==> src/rtl/fan_pkg.sv <==
// rtl/fan_pkg.sv - shared fan duty widths, preset duties and driver state encoding
package fan_pkg;

    localparam int DUTY_W = 7;
    localparam logic [DUTY_W-1:0] DUTY_MAX  = DUTY_W'(100);

    // Presets shared with the speed selector; LOW doubles as the kick-start floor
    localparam logic [DUTY_W-1:0] DUTY_OFF  = DUTY_W'(0);
    localparam logic [DUTY_W-1:0] DUTY_LOW  = DUTY_W'(30);
    localparam logic [DUTY_W-1:0] DUTY_MID  = DUTY_W'(60);
    localparam logic [DUTY_W-1:0] DUTY_HIGH = DUTY_W'(90);

    typedef enum logic [1:0] {
        IDLE = 2'd0,
        RAMP = 2'd1,
        HOLD = 2'd2,
        KICK = 2'd3
    } fan_state_e;

    function automatic logic [DUTY_W-1:0] clamp_duty(input logic [DUTY_W-1:0] d);
        return (d > DUTY_MAX) ? DUTY_MAX : d;
    endfunction

    function automatic logic is_preset(input logic [DUTY_W-1:0] d);
        return (d == DUTY_OFF) || (d == DUTY_LOW) || (d == DUTY_MID) || (d == DUTY_HIGH);
    endfunction

endpackage

==> src/rtl/fan_pwm_driver_if.sv <==
// rtl/fan_pwm_driver_if.sv - duty command in, PWM pin and status out
interface fan_pwm_driver_if;
    import fan_pkg::*;

    logic [DUTY_W-1:0] duty;
    logic              pwm_out;
    logic [DUTY_W-1:0] duty_active;
    logic              busy;
    logic              period_start;

    modport master (
        output duty,
        input  pwm_out,
        input  duty_active,
        input  busy,
        input  period_start
    );

    modport slave (
        input  duty,
        output pwm_out,
        output duty_active,
        output busy,
        output period_start
    );

endinterface

==> src/rtl/fan_pwm_timebase.sv <==
// rtl/fan_pwm_timebase.sv - PWM prescaler and step counter with period boundary strobe
module fan_pwm_timebase #(
    parameter int PRESCALE = 1000,
    parameter int STEPS    = 100
) (
    input  logic                     clk,
    input  logic                     reset_p,
    output logic [$clog2(STEPS)-1:0] step_cnt,
    output logic [$clog2(STEPS)-1:0] step_nxt,
    output logic                     step_tick,
    output logic                     boundary
);

    localparam int SW = $clog2(STEPS);
    localparam int PW = (PRESCALE > 1) ? $clog2(PRESCALE) : 1;
    localparam logic [PW-1:0] PRESC_LAST = PW'(PRESCALE - 1);
    localparam logic [SW-1:0] STEP_LAST  = SW'(STEPS - 1);

    logic [PW-1:0] presc_cnt;

    always_ff @(posedge clk or negedge reset_p) begin
        if (!reset_p) begin
            presc_cnt <= '0;
            step_cnt  <= '0;
        end else begin
            presc_cnt <= step_tick ? '0 : presc_cnt + 1'b1;
            step_cnt  <= step_nxt;
        end
    end

    always_comb begin
        step_tick = (presc_cnt == PRESC_LAST);
        boundary  = step_tick && (step_cnt == STEP_LAST);
        step_nxt  = step_cnt;
        if (step_tick) begin
            step_nxt = (step_cnt == STEP_LAST) ? '0 : step_cnt + 1'b1;
        end
    end

endmodule

==> src/rtl/fan_pwm_driver.sv <==
// rtl/fan_pwm_driver.sv - soft-start fan PWM driver; FAN_PWM_KICKSTART_EN adds a 4-period full-on kick
module fan_pwm_driver
    import fan_pkg::*;
#(
    parameter int SYS_CLK_HZ   = 100_000_000,
    parameter int PWM_HZ       = 1_000,
    parameter int PRESCALE     = SYS_CLK_HZ / (PWM_HZ * 100),
    parameter int RAMP_PERIODS = 10
) (
    input  logic             clk,
    input  logic             reset_p,
    fan_pwm_driver_if.slave  bus
);

    localparam int RW = (RAMP_PERIODS > 1) ? $clog2(RAMP_PERIODS) : 1;
    localparam logic [RW-1:0] RAMP_LAST = RW'(RAMP_PERIODS - 1);

    logic [DUTY_W-1:0] step_cnt;
    logic [DUTY_W-1:0] step_nxt;
    logic              step_tick;
    logic              boundary;
    logic              timebase_unused;

    fan_state_e        state;
    fan_state_e        state_nxt;
    logic [DUTY_W-1:0] tgt;
    logic [DUTY_W-1:0] duty_q;
    logic [DUTY_W-1:0] duty_nxt;
    logic [RW-1:0]     rp_cnt;
    logic [RW-1:0]     rp_nxt;
    logic              pwm_q;
    logic              pwm_nxt;
    logic              busy_q;
    logic              busy_nxt;
    logic              pstart_q;
    logic              first_q;
`ifdef FAN_PWM_KICKSTART_EN
    logic [1:0]        kick_cnt;
    logic [1:0]        kick_nxt;
`endif

    fan_pwm_timebase #(
        .PRESCALE (PRESCALE),
        .STEPS    (100)
    ) u_timebase (
        .clk       (clk),
        .reset_p   (reset_p),
        .step_cnt  (step_cnt),
        .step_nxt  (step_nxt),
        .step_tick (step_tick),
        .boundary  (boundary)
    );

    // step_cnt/step_tick serve other timebase users; the pin is driven from step_nxt
    assign timebase_unused = step_tick ^ (^step_cnt);

    always_ff @(posedge clk or negedge reset_p) begin
        if (!reset_p) begin
            state    <= IDLE;
            tgt      <= '0;
            duty_q   <= '0;
            rp_cnt   <= '0;
            pwm_q    <= 1'b0;
            busy_q   <= 1'b0;
            pstart_q <= 1'b0;
            first_q  <= 1'b1;
`ifdef FAN_PWM_KICKSTART_EN
            kick_cnt <= '0;
`endif
        end else begin
            state    <= state_nxt;
            tgt      <= clamp_duty(bus.duty);
            duty_q   <= duty_nxt;
            rp_cnt   <= rp_nxt;
            pwm_q    <= pwm_nxt;
            busy_q   <= busy_nxt;
            pstart_q <= boundary | first_q;
            first_q  <= 1'b0;
`ifdef FAN_PWM_KICKSTART_EN
            kick_cnt <= kick_nxt;
`endif
        end
    end

    always_comb begin
        state_nxt = state;
        duty_nxt  = duty_q;
        rp_nxt    = rp_cnt;
`ifdef FAN_PWM_KICKSTART_EN
        kick_nxt  = kick_cnt;
`endif
        if (boundary) begin
            case (state)
                IDLE: begin
                    if (tgt != '0) begin
                        rp_nxt = '0;
`ifdef FAN_PWM_KICKSTART_EN
                        state_nxt = KICK;
                        kick_nxt  = '0;
                        duty_nxt  = DUTY_MAX;
`else
                        state_nxt = RAMP;
`endif
                    end
                end
                RAMP: begin
                    if (rp_cnt == RAMP_LAST) begin
                        rp_nxt = '0;
                        if (duty_q < tgt) begin
                            duty_nxt = duty_q + 1'b1;
                        end else if (duty_q > tgt) begin
                            duty_nxt = duty_q - 1'b1;
                        end
                        if (duty_nxt == tgt) begin
                            state_nxt = (tgt == '0) ? IDLE : HOLD;
                        end
                    end else begin
                        rp_nxt = rp_cnt + 1'b1;
                    end
                end
                HOLD: begin
                    if (tgt != duty_q) begin
                        state_nxt = RAMP;
                        rp_nxt    = '0;
                    end
                end
                KICK: begin
`ifdef FAN_PWM_KICKSTART_EN
                    if (tgt == '0) begin
                        state_nxt = IDLE;
                        duty_nxt  = '0;
                    end else if (kick_cnt == 2'd3) begin
                        duty_nxt  = (tgt > DUTY_LOW) ? tgt : DUTY_LOW;
                        state_nxt = (duty_nxt == tgt) ? HOLD : RAMP;
                        rp_nxt    = '0;
                    end else begin
                        kick_nxt = kick_cnt + 1'b1;
                    end
`else
                    state_nxt = IDLE;
                    duty_nxt  = '0;
`endif
                end
                default: begin
                    state_nxt = IDLE;
                    duty_nxt  = '0;
                end
            endcase
        end
    end

    // Compare against next-cycle values so the registered pin lines up with step_cnt
    always_comb begin
        pwm_nxt  = (step_nxt < duty_nxt);
        busy_nxt = (state_nxt == RAMP);
    end

    assign bus.pwm_out      = pwm_q;
    assign bus.duty_active  = duty_q;
    assign bus.busy         = busy_q;
    assign bus.period_start = pstart_q;

endmodule

==> src/flat_wrapper.sv <==
// flat-port wrapper written by rule: the top's interface ports become plain ports
module fan_pwm_driver_flat import fan_pkg::*;
#(
    parameter int SYS_CLK_HZ   = 100_000_000,
    parameter int PWM_HZ       = 1_000,
    parameter int PRESCALE     = SYS_CLK_HZ / (PWM_HZ * 100),
    parameter int RAMP_PERIODS = 10
)
  (clk, reset_p, bus_duty, bus_pwm_out, bus_duty_active, bus_busy, bus_period_start);
  fan_pwm_driver_if bus_i ();
  input  logic clk;
  input  logic reset_p;
  input wire logic [$bits(bus_i.duty)-1:0] bus_duty;
  output wire logic [$bits(bus_i.pwm_out)-1:0] bus_pwm_out;
  output wire logic [$bits(bus_i.duty_active)-1:0] bus_duty_active;
  output wire logic [$bits(bus_i.busy)-1:0] bus_busy;
  output wire logic [$bits(bus_i.period_start)-1:0] bus_period_start;
  assign bus_i.duty = bus_duty;
  assign bus_pwm_out = bus_i.pwm_out;
  assign bus_duty_active = bus_i.duty_active;
  assign bus_busy = bus_i.busy;
  assign bus_period_start = bus_i.period_start;
  fan_pwm_driver #(.SYS_CLK_HZ(SYS_CLK_HZ), .PWM_HZ(PWM_HZ), .PRESCALE(PRESCALE), .RAMP_PERIODS(RAMP_PERIODS)) u_core (.clk(clk), .reset_p(reset_p), .bus(bus_i));
endmodule
==> config.mk <==
export PLATFORM = sky130hd
export DESIGN_NAME = fan_pwm_driver_flat
export DESIGN_NICKNAME = d
export VERILOG_FILES = /design/src/rtl/fan_pkg.sv /design/src/rtl/fan_pwm_driver_if.sv /design/src/rtl/fan_pwm_timebase.sv /design/src/rtl/fan_pwm_driver.sv /design/src/flat_wrapper.sv
export SDC_FILE = /design/constraint.sdc
export NUM_CORES = 1
export LEC_CHECK = 0
export ABC_CLOCK_PERIOD_IN_PS = 3200
export CAP_MARGIN = 0
export CORE_MARGIN = 2
export CORE_UTILIZATION = 32
export DETAILED_ROUTE_END_ITERATION = 8
export MAX_ROUTING_LAYER = met4
export PLACE_DENSITY = 0.54
export SLEW_MARGIN = 20
export SYNTH_ARGS = -nofsm -noshare
export SYNTH_HDL_FRONTEND = slang
export SYNTH_HIERARCHICAL = 1
export SYNTH_SLANG_ARGS = --single-unit
==> constraint.sdc <==
create_clock -name clk -period 3.2 [get_ports clk]
set_input_delay 0.32 -clock clk [delete_from_list [all_inputs] [get_ports clk]]
set_output_delay 0.32 -clock clk [all_outputs]
set_load 0.02 [all_outputs]
==> results of run 1 <==
==> flip-flops by register name, summed over array words and instances, names as in the netlist <==
signal and flops:
u_core/u_timebase/step_cnt 7, u_core/bus.duty_active 7, u_core/tgt 7, u_core/bus.pwm_out 1, u_core/first_q 1, u_core/bus.period_start 1
u_core/bus.busy 1, u_core/state 2, u_core/u_timebase/presc_cnt 10, u_core/rp_cnt 4
==> Yosys cell counts (all sizes together) (5+ instances only) <==
library cell   n  area share
nor2          25       0.035
nand4          8       0.024
o31ai          6       0.017
buf            7       0.015
a21oi         12       0.027
clkbuf         6      0.0084
dfrtp         40        0.37
nor4           5       0.012
nand3         12       0.022
o21a           5       0.015
and3           6       0.015
nand2         27       0.041
nor3           5      0.0094
xnor2          7       0.023
or2            6       0.014
o21ai         21       0.039
xor2          10       0.033
inv           15       0.021
ha            19       0.089
==> final cells by class <==
class,instances,area share
Multi-Input combinational cell,223,0.486
Inverter,16,0.0207
Clock buffer,5,0.0218
Timing Repair Buffer,35,0.0961
Sequential cell,41,0.326
Tap cell,105,0.0417
Clock inverter,3,0.00794
==> metrics by stage <==
stage | std cells | worst slack, ns | cell area [sq um] | setup TNS (ns) | util
after detailed placement | 420 | 0.0803 | 3040 | 0 | 0.374
after global placement | 420 | 0.172 | 3040 | 0 | 0.374
after CTS | 428 | 0.0508 | 3130 | 0 | 0.385
after global routing | 428 | -0.0853 | 3150 | -0.0853 | 0.387
after floorplan | 293 | 0.134 | 2670 | 0 | -
final | 428 | 0.156 | 3150 | 0 | 0.387
==> worst register-to-register path, cell delays in order, from the launching register on <==
cell and delay (ns):
dfrtp_1 0.36, inv_1 0.12, ha_1 0.26, nand4_1 0.17
buf_4 0.15, a21oi_4 0.04, buf_4 0.16, o211a_1 0.21
or2_1 0.26, nor4_1 0.24, a21oi_1 0.06, o21a_1 0.19
ha_1 0.27, a31o_1 0.17, a21oi_1 0.18, o21a_1 0.14
==> metal layers <==
layer / track usage / vias up / wire length (um)
met5: - / - / 0
met4: 0.0435 / 0 / 110
met3: 0.0213 / 13 / 230
met2: 0.234 / 46 / 2800
met1: 0.200 / 1012 / 2860
li1: - / 1115 / -
==> worst max-delay path by stage <==
stage                                        startpoint                            to  slack, ns  cells after the start
floorplan           u_core/bus.duty_active[2]$_DFF_PN0_  u_core/bus.pwm_out$_DFF_PN0_       0.13                     14
finish                          u_core/tgt[5]$_DFF_PN0_  u_core/bus.pwm_out$_DFF_PN0_       0.16                     15
global route                    u_core/tgt[5]$_DFF_PN0_  u_core/bus.pwm_out$_DFF_PN0_      -0.09                     15
detailed placement              u_core/tgt[2]$_DFF_PN0_  u_core/bus.pwm_out$_DFF_PN0_       0.08                     14
CTS                             u_core/tgt[2]$_DFF_PN0_  u_core/bus.pwm_out$_DFF_PN0_       0.05                     14
global placement                u_core/tgt[2]$_DFF_PN0_     u_core/bus.busy$_DFF_PN0_       0.17                     11
==> kinds of logic after synthesis <==
group / share of synthesized area
compound gates: 0.182
buf+inv: 0.0483
simple gates: 0.221
xor+xnor: 0.0558
mux: 0.0178
other cells: 0.00140
flops: 0.385
fa+ha+maj: 0.0890
==> report_power, final <==
group          total (mW)  leakage, nW  internal [mW]  switching, mW
Combinational      0.0594        0.857         0.0256         0.0338
Clock               0.367       0.0447          0.158          0.210
Sequential          0.530        0.538          0.525        0.00509
Total               0.957         1.44          0.708          0.249
==> flow_summary.ini, run 1 <==
[outcome]
outcome = complete, no violations

[route]
drcViolationCount = 0
wl_per_cell_um = 14.0
postRouteAntennaNets = 0
drtIter0Drc = 111
drt_wl_total_um = 6000
via_per_inst = 5.11
first_pass_iters = 4
dr_total_vias = 2186

[global_routing]
grt_overflow = 0
grt_pass1_vias = 2089
grt_usage = 0.149
grt_pass1_wl_um = 10200
grt_max_degree = 42
antenna_found_initial = 0

[worst_setup_path]
worst-path-buf-inv = 3
cp-end-kind = flop
max_stage_delay_ns = 0.36
slowest_stage = dfrtp_1
path_cells = inv_1 > ha_1 > nand4_1 > buf_4 > a21oi_4 > buf_4 > o211a_1 > or2_1 > nor4_1 > a21oi_1 > o21a_1 > ha_1 > a31o_1 > a21oi_1 > o21a_1
worstSetupStartpointType = flop
r2r-start = u_core/tgt[5]$_DFF_PN0_
cp_top_family = compound AO/OA/AOI/OAI gates
reg2reg_to = u_core/bus.pwm_out$_DFF_PN0_
reg2reg_depth = 15
r2r_slack_ns = 0.16
critPathKind = flop to flop
cp.required_ns = 3.44
crit_fanout = 6
arrival_ns = 3.29

[place]
dp_hpwl_um = 4540
port_buffers = 18
place_congestion = 0.918

[worst_hold_path]
hold_path_class = input pin to async pin

[clocking]
post_cts_resized = 0
clk_pin_slew_worst_paths_ns = 0.10
worstSkewPairLatency_ns = 0.31
post_cts.repair.setup_buffers = 0
root_buffer = clkbuf_8
cts_sinks = 41
clockBufferDepth = 2
cts_hold_buf = 0
cts_buffers = 5
htreeDepth = 2
cts_tree = yes

[yosys]
synth_cells = 293
synth_top_flop_cell = dfrtp_1
syn-num-nets = 321
avgSynthCellArea_sq_um = 9.11
synth_edf_count = 0
ys_async_sr_fraction = 1.00
synth_area_sq_mm = 0.00267
synth.distinct_cells = 59
ys_seq_area_frac = 0.385
ys_seq_elements = 41
ys_warn_count = 6

[pwr]
total_leakage_power_nw = 1.44
ir_drop_mv = 0.137
power_density_mw_per_mm2 = 304
fin_total_pwr_mw = 0.957

[finish]
fillers = 798
regArea_sq_mm = 0.00103
diodes = 0
final_common_cell = dfrtp_1
area_growth_pct = 18.0
final_cell_mix = 40 x dfrtp_1, 26 x nand2_1, 24 x nor2_1
multi_input_area_sq_mm = 0.00153
layout-drive-gt1-share = 0.136
nets = 350

[die]
io_pins = 19
fp.dieH_um = 95.3
initial_core_util = 0.328
die_w_um = 95.3
die-area_sq_mm = 0.00909
fp-row-count = 33
core_sq_mm = 0.00813

[sta]
finalCritPeriodShare = 0.951
max_freq_ghz = 0.329
rsz0062_at_grt = yes
hold_viol = 0
setup_viol = 0
drv_slew = 0
slew_headroom = 0.388
whs_ns = 0.146
max_slew.worst_pin.slew_ns = 0.918
period_minus_slack_ns = 3.04
skew_ns = 0.00983

[job]
maxCapViolCount = 0
(Power assumes the default switching activity.)
==> run 2: changes to the inputs <==
--- a/config.mk
+++ b/config.mk
@@ -11,9 +11,7 @@
 export CORE_UTILIZATION = 32
 export DETAILED_ROUTE_END_ITERATION = 8
 export MAX_ROUTING_LAYER = met4
-export PLACE_DENSITY = 0.54
 export SLEW_MARGIN = 20
 export SYNTH_ARGS = -nofsm -noshare
 export SYNTH_HDL_FRONTEND = slang
-export SYNTH_HIERARCHICAL = 1
 export SYNTH_SLANG_ARGS = --single-unit
==> run 2 against run 1 <==
Clock-buffer cell count is the same. First-iteration DRC count rose by 63%. Final cell count rose by 14%. Die area is 8.2% higher. Worst setup slack worse by 0.093 ns. Via count increased by 20%. Synthesized cell count rose by 13%. Design area up 19%. Maximum frequency is 3.0% lower. Power is 2.5% higher. Wire length grew 24%.
==> flow_summary.ini, run 2 <==
[die]
core_sq_mm = 0.00876
die-area_sq_mm = 0.00984
fp-row-count = 34
fp.dieH_um = 99.2
die_w_um = 99.2
io_pins = 19
initial_core_util = 0.331

[worst_setup_path]
reg2reg_depth = 14
cp-end-kind = flop
r2r-start = u_core.bus.duty_active[2]$_DFF_PN0_
r2r_slack_ns = 0.06
crit_fanout = 5
reg2reg_to = u_core.bus.pwm_out$_DFF_PN0_
critPathKind = flop to flop
cp.required_ns = 3.45
arrival_ns = 3.39
worstSetupStartpointType = flop

[place]
dp_slack_ns = -0.00776
dp_hpwl_um = 5510
port_buffers = 18
place_congestion = 0.936

[sta]
slew_headroom = 0.379
max_freq_ghz = 0.319
hold_viol = 0
max_slew.worst_pin.slew_ns = 0.931
skew_ns = 0.00672
finalCritPeriodShare = 0.980
fin_ws_ns = 0.0635
tns_ns = 0
rsz0062_at_grt = yes
period_minus_slack_ns = 3.14
setup_viol = 0
drv_slew = 0

[global_routing]
grt_usage = 0.158
grt_pass1_vias = 2479
grt_pass1_wl_um = 12200
antenna_found_initial = 0
grt_max_degree = 42
grt_overflow = 0

[clocking]
cts_tree = yes
cts_buffers = 5
clockBufferDepth = 2
clk_pin_slew_worst_paths_ns = 0.09
cts_hold_buf = 0
worstSkewPairLatency_ns = 0.31
htreeDepth = 2
cts_sinks = 41
root_buffer = clkbuf_8

[worst_hold_path]
hold_path_class = input pin to async pin

[route]
via_per_inst = 5.37
first_pass_iters = 4
wl_per_cell_um = 15.3
drtIter0Drc = 181
drcViolationCount = 0
postRouteAntennaNets = 0
drt_wl_total_um = 7470
dr_total_vias = 2626

[pwr]
total_leakage_power_nw = 1.62
p_sw_mw = 0.259
p_int_mw = 0.721
power_density_mw_per_mm2 = 263
pwr-share-seq = 0.540
ir_drop_mv = 0.126
p_comb_frac = 0.094
switching_share = 0.264
clock_power_share = 0.366

[yosys]
synth_cells = 331
ys_seq_elements = 41
synth.distinct_cells = 59
ys_async_sr_fraction = 1.00
ys_seq_area_frac = 0.354
synth_area_leaders = dfrtp_1 35%, ha_1 8.2%, o21ai_0 4.1%
syn-num-nets = 359
ys_warn_count = 0
synth_top_area_frac = 0.345
synth_common_cells = 40 x dfrtp_1, 32 x nor2_1, 30 x nand2_1
synth_top_flop_cell = dfrtp_1
yosysTopAreaCell = dfrtp_1
synth.most_common_cell = dfrtp_1
synth_edf_count = 0
avgSynthCellArea_sq_um = 8.76
synth_area_sq_mm = 0.00290

[finish]
largest_register_ffs = 10
layout-drive-gt1-share = 0.257
top_register = u_core.u_timebase.presc_cnt
nets = 408
diodes = 0
fillers = 870
area_growth_pct = 28.7
final_common_cell = buf_4
final_cell_mix = 39 x buf_4, 38 x dfrtp_1, 30 x nor2_1

[outcome]
outcome = complete, no violations

[job]
maxCapViolCount = 0
[run 2: changes by cell type after synthesis, moves of 3 or more]
cell / change
or2_1: -3
nor2_1: +7
o21ai_0: +12
a21oi_1: +5
nand2_1: +4
a211oi_1: +3
o21a_1: +4
nor3_1: +4
o21ai_1: -7
o32a_1: -3
nand3_1: +4
[run 2: worst max path at each step]
stage,start,cells past startpoint,to
final,u_core.bus.duty_active[2]$_DFF_PN0_,14,u_core.bus.pwm_out$_DFF_PN0_
after global routing,u_core.tgt[1]$_DFF_PN0_,15,u_core.bus.pwm_out$_DFF_PN0_
after CTS,u_core.bus.duty_active[6]$_DFF_PN0_,14,u_core.bus.pwm_out$_DFF_PN0_
after detailed placement,u_core.bus.duty_active[6]$_DFF_PN0_,14,u_core.bus.pwm_out$_DFF_PN0_
after global placement,u_core.bus.duty_active[6]$_DFF_PN0_,14,u_core.bus.pwm_out$_DFF_PN0_
after floorplan,u_core.bus.duty_active[6]$_DFF_PN0_,15,u_core.bus.pwm_out$_DFF_PN0_
[run 2: per-layer routing]
metal / share of wire / up-vias / GRT usage / wire (um)
met2: 0.47 / 51 / 0.244 / 3510
met3: 0.044 / 10 / 0.0204 / 328
met1: 0.47 / 1264 / 0.219 / 3500
met4: 0.018 / 0 / 0.0474 / 134
met5: 0 / - / - / 0
li1: - / 1301 / - / -
[run 2: through the flow]
stage	instances	utilization	power, mW	hold WS [ns]	cell area (sq um)
2_1_floorplan	331	-	0.579	0.0244	2910
3_3_place_gp	479	0.390	0.622	0.470	3420
3_5_place_dp	479	0.390	0.622	0.467	3420
4_1_cts	487	0.401	0.983	0.172	3520
5_1_grt	489	0.426	1.02	0.220	3730
6_report	489	0.426	0.980	0.142	3730
[run 2: logic make-up (layout without fill, tap and decap cells)]
group                      count (synthesis)  after routing  share of synthesized area
and+or+nand+nor                          131            131                      0.236
AOI/OAI and AO/OA                         89             89                      0.217
DFF                                       41             41                      0.354
buffers and inverters                     29             79                     0.0431
adders and majority gates                 19             19                     0.0820
xor gates and xnor gates                  16             16                     0.0483
muxes                                      5              5                     0.0181
other                                      1              1                    0.00129
[run 2: final cells by class]
cell class	count	area, sq um	area share
multi-input cells	261	1950	0.522
flip-flops and latches	41	1030	0.276
repair buffers	58	479	0.128
well taps	108	135	0.0362
clock buffers	5	68.8	0.0184
inverters	13	48.8	0.0131
clock inverters	3	21.3	0.00570
[run 2: critical path, stage by stage, from the launching register on]
cell and delay (ns):
dfrtp_1 0.45, ha_4 0.30, nand3b_1 0.18, a21oi_4 0.27
nor2_2 0.10, buf_4 0.16, nor3_2 0.19, o21ai_1 0.12
mux2i_1 0.17, o21a_1 0.19, ha_1 0.33, a21oi_2 0.19
nor2b_4 0.06, nor4_2 0.25, a21o_1 0.13
[run 2: repair_timing]
item / CTS / global route
setup endpoints to repair: 1 / 1
buffers inserted: 0 / 3
pin swaps: 0 / 21
gates resized for setup: 3 / 34
[run 2: power by group through the flow]
stage               Combinational [mW]  Clock [mW]  Sequential [mW]
CTS                             0.0838       0.370            0.529
detailed placement              0.0828           0            0.540
global placement                0.0828           0            0.540
finish                          0.0919       0.359            0.529
floorplan                       0.0385           0            0.541
global route                     0.102       0.391            0.530
